===== config.mk =====
export PLATFORM = sky130hd
export DESIGN_NAME = sram_mem_controller
export DESIGN_NICKNAME = d
export VERILOG_FILES = /design/src/rtl/sram_mem_controller_pkg.sv /design/src/rtl/sram_mem_controller.sv
export SDC_FILE = /design/constraint.sdc
export NUM_CORES = 1
export LEC_CHECK = 0
export ABC_AREA = 1
export CORE_ASPECT_RATIO = 0.9
export CORE_MARGIN = 4
export CORE_UTILIZATION = 47
export CTS_BUF_LIST = sky130_fd_sc_hd__clkbuf_8
export DETAILED_ROUTE_END_ITERATION = 7
export PLACE_DENSITY = 0.87
export SLEW_MARGIN = 40
export SYNTH_ARGS = -nofsm -noshare
export SYNTH_HDL_FRONTEND = slang
export SYNTH_SLANG_ARGS = --single-unit

===== constraint.sdc =====
create_clock -name clk -period 4.1 [get_ports clk]
set_input_delay 0.41 -clock clk [delete_from_list [all_inputs] [get_ports clk]]
set_output_delay 0.41 -clock clk [all_outputs]
set_load 0.05 [all_outputs]

===== src/rtl/sram_mem_controller_pkg.sv =====
// Shared types and constants for the MEM-stage SRAM controller.
package sram_mem_controller_pkg;

  // Access sequencer states: one 32-bit access is two 16-bit halves.
  typedef enum logic [1:0] {
    StIdle = 2'd0,
    StLow  = 2'd1,
    StHigh = 2'd2,
    StDone = 2'd3
  } sram_state_e;

  localparam int unsigned SramDataLen = 16;
  localparam int unsigned SramAddrLen = 18;

  localparam logic Enable  = 1'b1;
  localparam logic Disable = 1'b0;

  // Select the 16-bit half of a word carried by the given SRAM half-access.
  function automatic logic [SramDataLen-1:0] half_sel(input logic [31:0] word,
                                                      input logic        hi);
    return hi ? word[31:16] : word[15:0];
  endfunction

endpackage


===== src/rtl/sram_mem_controller.sv =====
// Splits each 32-bit MEM-stage load/store into two 16-bit asynchronous SRAM
// accesses with programmable wait states, stalling the pipeline until done.
import sram_mem_controller_pkg::*;

module sram_mem_controller #(
  parameter int unsigned WAIT_CYCLES     = 1,
  parameter int unsigned ADDR_BASE       = 1024,
  parameter int unsigned SRAM_ADDR_WIDTH = SramAddrLen
) (
  input  logic                       clk,
  input  logic                       rst,
  input  logic                       mem_read,
  input  logic                       mem_write,
  input  logic [31:0]                address,
  input  logic [31:0]                write_data,
  output logic [31:0]                read_data,
  output logic                       ready,
  output logic                       freeze,
  output logic [SRAM_ADDR_WIDTH-1:0] sram_addr,
  output logic                       sram_we_n,
  output logic [SramDataLen-1:0]     sram_dq_out,
  output logic                       sram_dq_oe,
  input  logic [SramDataLen-1:0]     sram_dq_in
);

  localparam logic [2:0]  WaitLast  = 3'(WAIT_CYCLES);
  localparam int unsigned WordWidth = SRAM_ADDR_WIDTH - 1;

  sram_state_e          state_q, state_d;
  logic [2:0]           cnt_q, cnt_d;
  logic                 op_write_q;
  logic [WordWidth-1:0] word_q;
  logic [31:0]          wdata_q;
  logic [31:0]          rdata_q;

  logic        req;
  logic        in_access;
  logic        half;
  logic        last_beat;
  logic [31:0] offset;
  logic        unused_bits;

  assign req       = mem_read | mem_write;
  // Byte offsets are word-aligned first so address[1:0] never borrows.
  assign offset    = {address[31:2], 2'b00} - 32'(ADDR_BASE);
  assign in_access = (state_q == StLow) || (state_q == StHigh);
  assign half      = (state_q == StHigh);
  assign last_beat = in_access && (cnt_q == WaitLast);

  assign unused_bits = ^{offset[31:SRAM_ADDR_WIDTH+1], offset[1:0], address[1:0]};

  // Next-state and wait-counter sequencing.
  always_comb begin
    state_d = state_q;
    cnt_d   = cnt_q;
    unique case (state_q)
      StIdle: begin
        if (req) begin
          state_d = StLow;
          cnt_d   = '0;
        end
      end
      StLow: begin
        if (last_beat) begin
          state_d = StHigh;
          cnt_d   = '0;
        end else begin
          cnt_d = cnt_q + 3'd1;
        end
      end
      StHigh: begin
        if (last_beat) begin
          state_d = StDone;
          cnt_d   = '0;
        end else begin
          cnt_d = cnt_q + 3'd1;
        end
      end
      StDone:  state_d = StIdle;
      default: state_d = StIdle;
    endcase
  end

  // State and wait-counter registers.
  always_ff @(posedge clk) begin
    if (rst) begin
      state_q <= StIdle;
      cnt_q   <= '0;
    end else begin
      state_q <= state_d;
      cnt_q   <= cnt_d;
    end
  end

  // Latch the request when it is accepted; live inputs are ignored afterwards.
  always_ff @(posedge clk) begin
    if (rst) begin
      op_write_q <= 1'b0;
      word_q     <= '0;
      wdata_q    <= '0;
    end else if ((state_q == StIdle) && req) begin
      op_write_q <= mem_write;  // read+write together is a store
      word_q     <= offset[SRAM_ADDR_WIDTH:2];
      wdata_q    <= write_data;
    end
  end

  // Capture load data on the last cycle of each half.
  always_ff @(posedge clk) begin
    if (rst) begin
      rdata_q <= '0;
    end else if (last_beat && !op_write_q) begin
      if (half) begin
        rdata_q[31:16] <= sram_dq_in;
      end else begin
        rdata_q[15:0] <= sram_dq_in;
      end
    end
  end

  // SRAM pin drive and pipeline handshake.
  always_comb begin
    ready       = Disable;
    sram_we_n   = 1'b1;
    sram_dq_oe  = Disable;
    sram_dq_out = '0;
    sram_addr   = {word_q, half};
    if (state_q == StIdle) begin
      ready = ~req;
    end else if (state_q == StDone) begin
      ready = Enable;
    end
    if (in_access && op_write_q) begin
      sram_dq_oe  = Enable;
      sram_dq_out = half_sel(wdata_q, half);
      // WE_n rises one cycle early so address/data hold across its edge.
      sram_we_n   = (WAIT_CYCLES != 0) && last_beat;
    end
  end

  assign freeze    = req & ~ready;
  assign read_data = rdata_q;

endmodule


# Yosys cells after proc, flatten, opt, wreduce, memory -nomap -nowiden
# Index checks and enable logic that the tools add are counted.
[word_totals]
register_bits = 87
inputBits = 84
out_inout_bits = 70
word_cells = 47
[classes]
add_sub_neg = 2
eq_ne = 7
n_mux = 13
bitwise_logic = 5
reduce_logical = 13
[ops]
columns = ["op", "n"]
rows = [
  ["two-way mux 16 bit", 2],
  ["subtractor 19 x 11 -> 19 bit, second input constant", 1],
  ["one-hot mux 2 bit (4 select lines)", 1],
  ["two-way mux 2 bit", 3],
  ["two-way mux 3 bit", 2],
  ["one-hot mux 3 bit (2 select lines)", 1],
  ["AND reduction 2 bit", 3],
  ["equality test 2 bit, second input constant", 2],
  ["logical AND 1 bit", 4],
  ["two-way mux 1 bit", 4],
  ["!= test 2 bit, second input constant", 2],
  ["adder 3 x 1 -> 3 bit, second input constant", 1],
  ["equality test 3 x 1 -> 1 bit, second input constant", 1],
  ["NOT 1 bit", 3],
  ["AND reduction 3 bit", 1],
  ["equality test 2 x 1 -> 1 bit, second input constant", 1],
  ["logical NOT 2 bit", 1],
  ["!= test 2 x 1 -> 1 bit, second input constant", 1],
  ["nonzero test 2 bit", 1],
  ["OR reduction 2 bit", 1],
  ["bitwise AND 1 bit", 1],
  ["logical NOT 1 bit", 1],
  ["logical OR 1 bit", 1],
  ["OR 1 bit", 1],
]

# Longest topological paths before layout
# Gate-level depths: netlist of the first run.
[logic_depth]
word_depth = 5
ltp_mapped = 9
ltp_nobuf = 8

# Worst setup path after synthesis of the first run
# Ideal clock, no wire load.
[synth_timing]
path_kind = "reg-to-output"
start = "reg state_q[0]"
end = "out sram_dq_out[10]"
arrival_ns = 1.970
required_time_ns = 3.690
setup_slack_ns = 1.720
stages_incl_launch_ff = 7
path_cell_list = "dfxtp_1 > inv_1 > ha_1 > inv_2 > clkbuf_1 > nand2_1 > a21oi_1"
[synth_between]
elab_chain_cells = 4
word_cells_on_any_way = 6
[synth_rtl]
columns = ["item", "line", "rtl"]
rows = [
  ["from (decl)", "sram_mem_controller.sv:29", "sram_state_e state_q, state_d;"],
  ["from (signal assigned)", "sram_mem_controller.sv:87", "state_q <= StIdle;"],
  ["from (signal assigned)", "sram_mem_controller.sv:90", "state_q <= state_d;"],
  ["equality test 2 bit (*)", "sram_mem_controller.sv:47", "assign half = (state_q == StHigh);"],
  ["named net half", "sram_mem_controller.sv:38", "logic half;"],
  ["logical OR 1 bit", "sram_mem_controller.sv:46", "assign in_access = (state_q == StLow) || (state_q == StHigh);"],
  ["logical AND 1 bit", "sram_mem_controller.sv:133", "if (in_access && op_write_q) begin"],
  ["two-way mux 16 bit (*)", "sram_mem_controller.sv:133", ""],
  ["to (decl)", "sram_mem_controller.sv:21", "output logic [SramDataLen-1:0] sram_dq_out,"],
]
# Mark *: on every way through the listed nets, which the timed path passes. The rest lies on a longest branch.

# Worst setup path in the final report of the first run
[layout_timing]
start = "reg state_q[0]"
end = "out sram_we_n"
[layout_between]
elab_chain_cells = 4
word_cells_on_any_way = 6
[layout_rtl]
columns = ["item", "line", "rtl"]
rows = [
  ["equality test 2 x 1 -> 1 bit or equality test 2 bit (tied branches)", "sram_mem_controller.sv:46", ""],
  ["logical OR 1 bit (*)", "sram_mem_controller.sv:46", ""],
  ["logical AND 1 bit (on tied branches)", "sram_mem_controller.sv:48, sram_mem_controller.sv:133", ""],
  ["two-way mux 1 bit (*)", "sram_mem_controller.sv:133", ""],
  ["to (decl)", "sram_mem_controller.sv:20", "output logic sram_we_n,"],
]
# Mark *: on every way between the ends. The rest lies on a longest branch, timed or not.

==> results.toml, run 1 <==
[worst_hold_path]
hp-class = "reg2reg"
hold_path_end = "read_data[17]"
hold_depth = 2
hp-start = "read_data[17]"

[cts]
cts_inserted_buffers = 9
clock-sinks = 87
post-cts-setup-buffers = 0
post_cts_resize_count = 0
ctsHoldBuffers = 0
clkSlewWorstSetupHoldPaths_ns = 0.09
root_buffer = "clkbuf_8"
clockBufferDepth = 2
cts_tree = "done"
clock_latency_ns = 0.35
cts_max_level = 3

[logic_synthesis]
synth_area_um2 = 3633
syn_inst = 508
syn_area_per_cell_um2 = 7.153
ys_types = 21
synth_area_leaders = "dfxtp_1, nand2_1, nor2_1"
synth.top_cell.area_share_pct = 47.93
synth-seq-area-share_pct = 47.93
synth_top_cell_by_area = "dfxtp_1"
synth_seq_cells = 87
synthesis.nets = 600
ys_warn_count = 0

[worst_setup_path]
crit_buf_inv = 3
cp-end-kind = "primary output"
r2r-end = "read_data[18]"
critPathKind = "reg2out"
reg2reg_slack_ns = 1.85
crit_slowest_cell = "clkdlybuf4s50_1"
reg2reg_depth = 6
cp.required_ns = 3.69
reg2reg_from = "state_q[0]"
cp-start-kind = "flip-flop"
crit_arrival_ns = 2.82
crit_chain = "inv_1, ha_1, nand2_1, inv_1, nand2_1, clkdlybuf4s50_1"
path_delay_family = "buffers and inverters"
crit_path_max_fanout = 17
max_stage_delay_ns = 0.80

[finish]
filler_cell_count = 622
multiInputGateArea_um2 = 1677
syn_to_final_growth_pct = 45.76
final_cells = 735
nets = 726
final_util_pct = 70.20
final_common_cell = "clkdlybuf4s50_1"
regArea_um2 = 1742
stdcell_area_um2 = 5296
n_antenna_cell = 0
layout_common_cells = "clkdlybuf4s50_1, nand2_1, nor2_1"
drive_gt1_share_pct = 5.321

[sta]
holdWs_ns = 0.4704
finalClockSkew_ns = 0.008815
maxSlewHeadroom_pct = 55.79
drv_slew = 0
worstMarginPinSlew_ns = 0.6615
min_period_over_period_pct = 78.76
setup_tns_ns = 0
max_freq_mhz = 309.7
rsz0062_at_grt = "false"
setup_viol = 0
fin_ws_ns = 0.8706
hold_viol = 0
period_needed_ns = 3.229

[floorplan]
die_x_um = 100.7
io_pins = 154
core_area_um2 = 7545
num_rows = 30
initial_core_util_pct = 48.16
dieArea_um2 = 9204
dieHeight_um = 91.42

[pwr]
worst_ir_drop_vdd_uv = 401.3
power_mw = 3.265
p_leak_nw = 2.058
power_density_nw_per_um2 = 616.5

[routing]
vias_per_cell = 5.073
vias = 3729
drtAntennaViolNets = 0
wl_per_cell_um = 14.17
firstDrtPassIters = 4
drc = 0
totalWireLength_mm = 10.42
drt_iter0_markers = 218

[status]
outcome = "completed"

[place]
preCtsSetupSlack_ns = 1.259
hpwl_mm = 7.552
gp_congestion = 0.8943
dp_cells = 719
place_area_um2 = 5075
io_buffers = 138

[global_route]
grt_pass1_wl_mm = 16.63
gr-usage-all-layers_pct = 22.30
grt_pass1_vias = 3598
antenna_found_initial = 0
grt_max_degree = 53
gr-total-overflow = 0

[job]
drv_cap = 0
-- area by class of cell --
class / instances / share of cell area (%)
timing repair buffer: 143 / 27.17
inverter: 26 / 1.843
sequential: 87 / 32.88
clock inverter: 7 / 1.843
tap: 96 / 2.268
multi-input combinational: 367 / 31.66
clock buffer: 9 / 2.339
-- Yosys cell counts --
library cell,instances
ha_1,8
a31oi_1,2
dfxtp_1,87
o21ai_2,1
a21oi_1,54
inv_2,4
or2_2,1
clkbuf_1,16
nand3_4,1
nand3_1,8
nor3_4,2
nor2_1,107
o21ai_1,6
inv_1,22
o21ai_0,49
xor2_1,1
o21bai_1,1
nand3_2,2
buf_4,3
nand2_1,124
buf_2,9
-- routing by layer --
metal	vias to the layer above	wire length, µm	global-route usage (%)
li1	1872	-	-
met1	1725	4456	27.16
met2	112	5138	38.27
met3	20	563	4.147
met4	0	258	8.866
met5	-	0	0
-- power by group --
group	switching [mW]	internal [mW]
clock	0.308	0.344
sequential	0.120	1.05
combinational	0.956	0.486
total	1.38	1.88
-- flip-flops by register name, summed over array words and instances (netlist names) --
name / count
op_write_q: 1
cnt_q: 3
wdata_q: 32
read_data: 32
state_q: 2
word_q: 17
-- tightest hold or removal path, cell delays in order (launching register included) --
cell and delay [ns]:
dfxtp_1 0.32, nand2_1 0.06, a21oi_1 0.06
-- cells by family after synthesis --
family,after synthesis,share of synthesized area [%]
flip-flops,87,47.93
XOR/XNOR,1,0.2411
buffers and inverters,54,6.198
adder cells (fa/ha/maj),8,2.755
AND/OR/NAND/NOR,245,27.07
AO/OA/AOI/OAI,113,15.81
-- how the worst max path moves through the flow --
stage,end,depth (start not counted),slack (ns),start
after floorplan,sram_dq_out[10],6,1.72,state_q[0]
after global placement,sram_dq_out[3],6,1.11,state_q[0]
after detailed placement,sram_we_n,6,1.26,state_q[0]
after CTS,sram_we_n,6,0.86,state_q[0]
after global routing,sram_we_n,6,0.76,state_q[0]
final,sram_we_n,6,0.87,state_q[0]
(Power assumes the default switching activity.)
==> run 2: changes to the inputs <==
--- a/config.mk
+++ b/config.mk
@@ -8,10 +8,10 @@
 export ABC_AREA = 1
 export CORE_ASPECT_RATIO = 0.9
 export CORE_MARGIN = 4
-export CORE_UTILIZATION = 47
+export CORE_UTILIZATION = 44
 export CTS_BUF_LIST = sky130_fd_sc_hd__clkbuf_8
 export DETAILED_ROUTE_END_ITERATION = 7
-export PLACE_DENSITY = 0.87
+export PLACE_DENSITY = 0.83
 export SLEW_MARGIN = 40
 export SYNTH_ARGS = -nofsm -noshare
 export SYNTH_HDL_FRONTEND = slang
==> constraint.sdc (replaced) <==
create_clock -name clk -period 3.19 [get_ports clk]
set_input_delay 0.319 -clock clk [delete_from_list [all_inputs] [get_ports clk]]
set_output_delay 0.319 -clock clk [all_outputs]
set_load 0.05 [all_outputs]
==> results.toml, run 2 (synthesized netlist as in run 1, its figures left out) <==
[worst_setup_path]
max_stage_delay_ns = 0.84
critPathKind = "reg2out"
crit_chain = "inv_1, ha_1, inv_2, nand2_1, a21oi_1, clkdlybuf4s50_1"
path_delay_family = "buffers and inverters"
crit_slowest_cell = "clkdlybuf4s50_1"
crit_buf_inv = 3
reg2reg_slack_ns = 1.02
cp-start-kind = "flip-flop"
cp.required_ns = 2.87
crit_arrival_ns = 2.69
crit_path_max_fanout = 18
cp-end-kind = "primary output"

[routing]
wl_per_cell_um = 14.37
drt_iter0_markers = 199
drtAntennaViolNets = 0
totalWireLength_mm = 10.62
vias_per_cell = 5.016
vias = 3707
drc = 0
firstDrtPassIters = 5

[sta]
min_period_over_period_pct = 94.20
maxSlewHeadroom_pct = 53.01
drv_slew = 0
max_freq_mhz = 332.8
worstMarginPinSlew_ns = 0.7033
rsz0062_at_grt = "false"
hold_viol = 0
finalClockSkew_ns = 0.005323
setup_tns_ns = 0
period_needed_ns = 3.005
setup_viol = 0

[global_route]
gr-total-overflow = 0
grt_pass1_vias = 3507
use_met1_pct = 24.74
met2_usage_pct = 36.60
grt_util_met3_pct = 5.086
busiest_layer = "met2"
antenna_found_initial = 0
gr-usage-all-layers_pct = 20.58
grt_pass1_wl_mm = 16.63
grt_max_degree = 53

[cts]
clkSlewWorstSetupHoldPaths_ns = 0.08
clock-sinks = 87
post_cts_resize_count = 0
root_buffer = "clkbuf_8"
ctsHoldBuffers = 0
clock_latency_ns = 0.34
cts_inserted_buffers = 9
cts_max_level = 3
cts_tree = "done"
post-cts-setup-buffers = 0
clockBufferDepth = 2

[finish]
drive_gt1_share_pct = 5.469
final_common_cell = "clkdlybuf4s50_1"
nets = 728
filler_cell_count = 696
n_antenna_cell = 0
layout_common_cells = "clkdlybuf4s50_1, nand2_1, nor2_1"
syn_to_final_growth_pct = 44.46

[place]
gp_congestion = 0.9398
hpwl_mm = 7.661
io_buffers = 138

[pwr]
p_leak_nw = 2.141
power_density_nw_per_um2 = 763.8
worst_ir_drop_vdd_uv = 478.9
power_mw = 4.009

[floorplan]
initial_core_util_pct = 45.25
num_rows = 31
dieArea_um2 = 9778
dieHeight_um = 94.21
io_pins = 154
die_x_um = 103.8
core_area_um2 = 8029

[worst_hold_path]
hp-class = "reg2reg"

[status]
outcome = "completed"

[job]
drv_cap = 0
run 2: cell types whose count changed in the layout (fill, tap and decap cells not counted), sizes merged:
| cell | previous run | this run |
|---|---|---|
| bufinv | 2 | 0 |
| clkdlybuf4s50 | 138 | 133 |
| clkinv | 3 | 5 |
| clkinvlp | 2 | 0 |
| clkbuf | 9 | 10 |
| dlymetal6s2s | 0 | 5 |
| buf | 5 | 7 |
run 2: cell type report:
type,instances,area [µm²],area share (%)
inverter,26,97.59,1.859
multi-input combinational,367,1677,31.94
clock inverter,5,25.02,0.4768
clock buffer,10,137.6,2.622
sequential,87,1742,33.18
timing repair buffer,145,1446,27.56
tap,99,123.9,2.360
run 2: per-layer routing:
metal  share of wire [%]  wire [µm]
met1                  42       4423
met3                 5.0        532
met5                   0          0
met2                  52       5505
met4                 1.5        163
run 2: final timing paths:
check | start | endpoint | depth (start not counted)
worst min register to register | read_data[20] | read_data[20] | 2
worst max-delay path | state_q[0] | sram_dq_out[2] | 6
worst min-delay path | read_data[20] | read_data[20] | 2
worst max register to register | state_q[0] | read_data[25] | 6
run 2: worst register-to-register path: cells and delay by family (launching register included):
| kind | cells | cell delay (ns) |
|---|---|---|
| AOI/OAI and AO/OA | 1 | 0.16 |
| adders and majority gates | 1 | 0.47 |
| buffers and inverters | 2 | 0.41 |
| DFF | 1 | 0.35 |
| and+or+nand+nor | 2 | 0.71 |
run 2: where the power goes:
part / internal, mW / leakage, nW / switching, mW
sequential: 1.35 / 0.715 / 0.156
clock: 0.293 / 0.0914 / 0.366
combinational: 0.613 / 1.34 / 1.23
total: 2.26 / 2.14 / 1.75
run 2: metrics by stage:
stage | setup WS (ns) | hold WS, ns | cell area (µm²) | utilization (%) | cells
4_1_cts | 0.08892 | 0.4696 | 5234 | 65.19 | 739
6_report | 0.1851 | 0.4666 | 5249 | 65.37 | 739
5_1_grt | 0.02678 | 0.4821 | 5249 | 65.37 | 739
3_3_place_gp | 0.5335 | 0.4517 | 5071 | 63.16 | 724
2_1_floorplan | 0.9007 | 0.4090 | 3633 | - | 508
3_5_place_dp | 0.4792 | 0.4578 | 5071 | 63.16 | 724
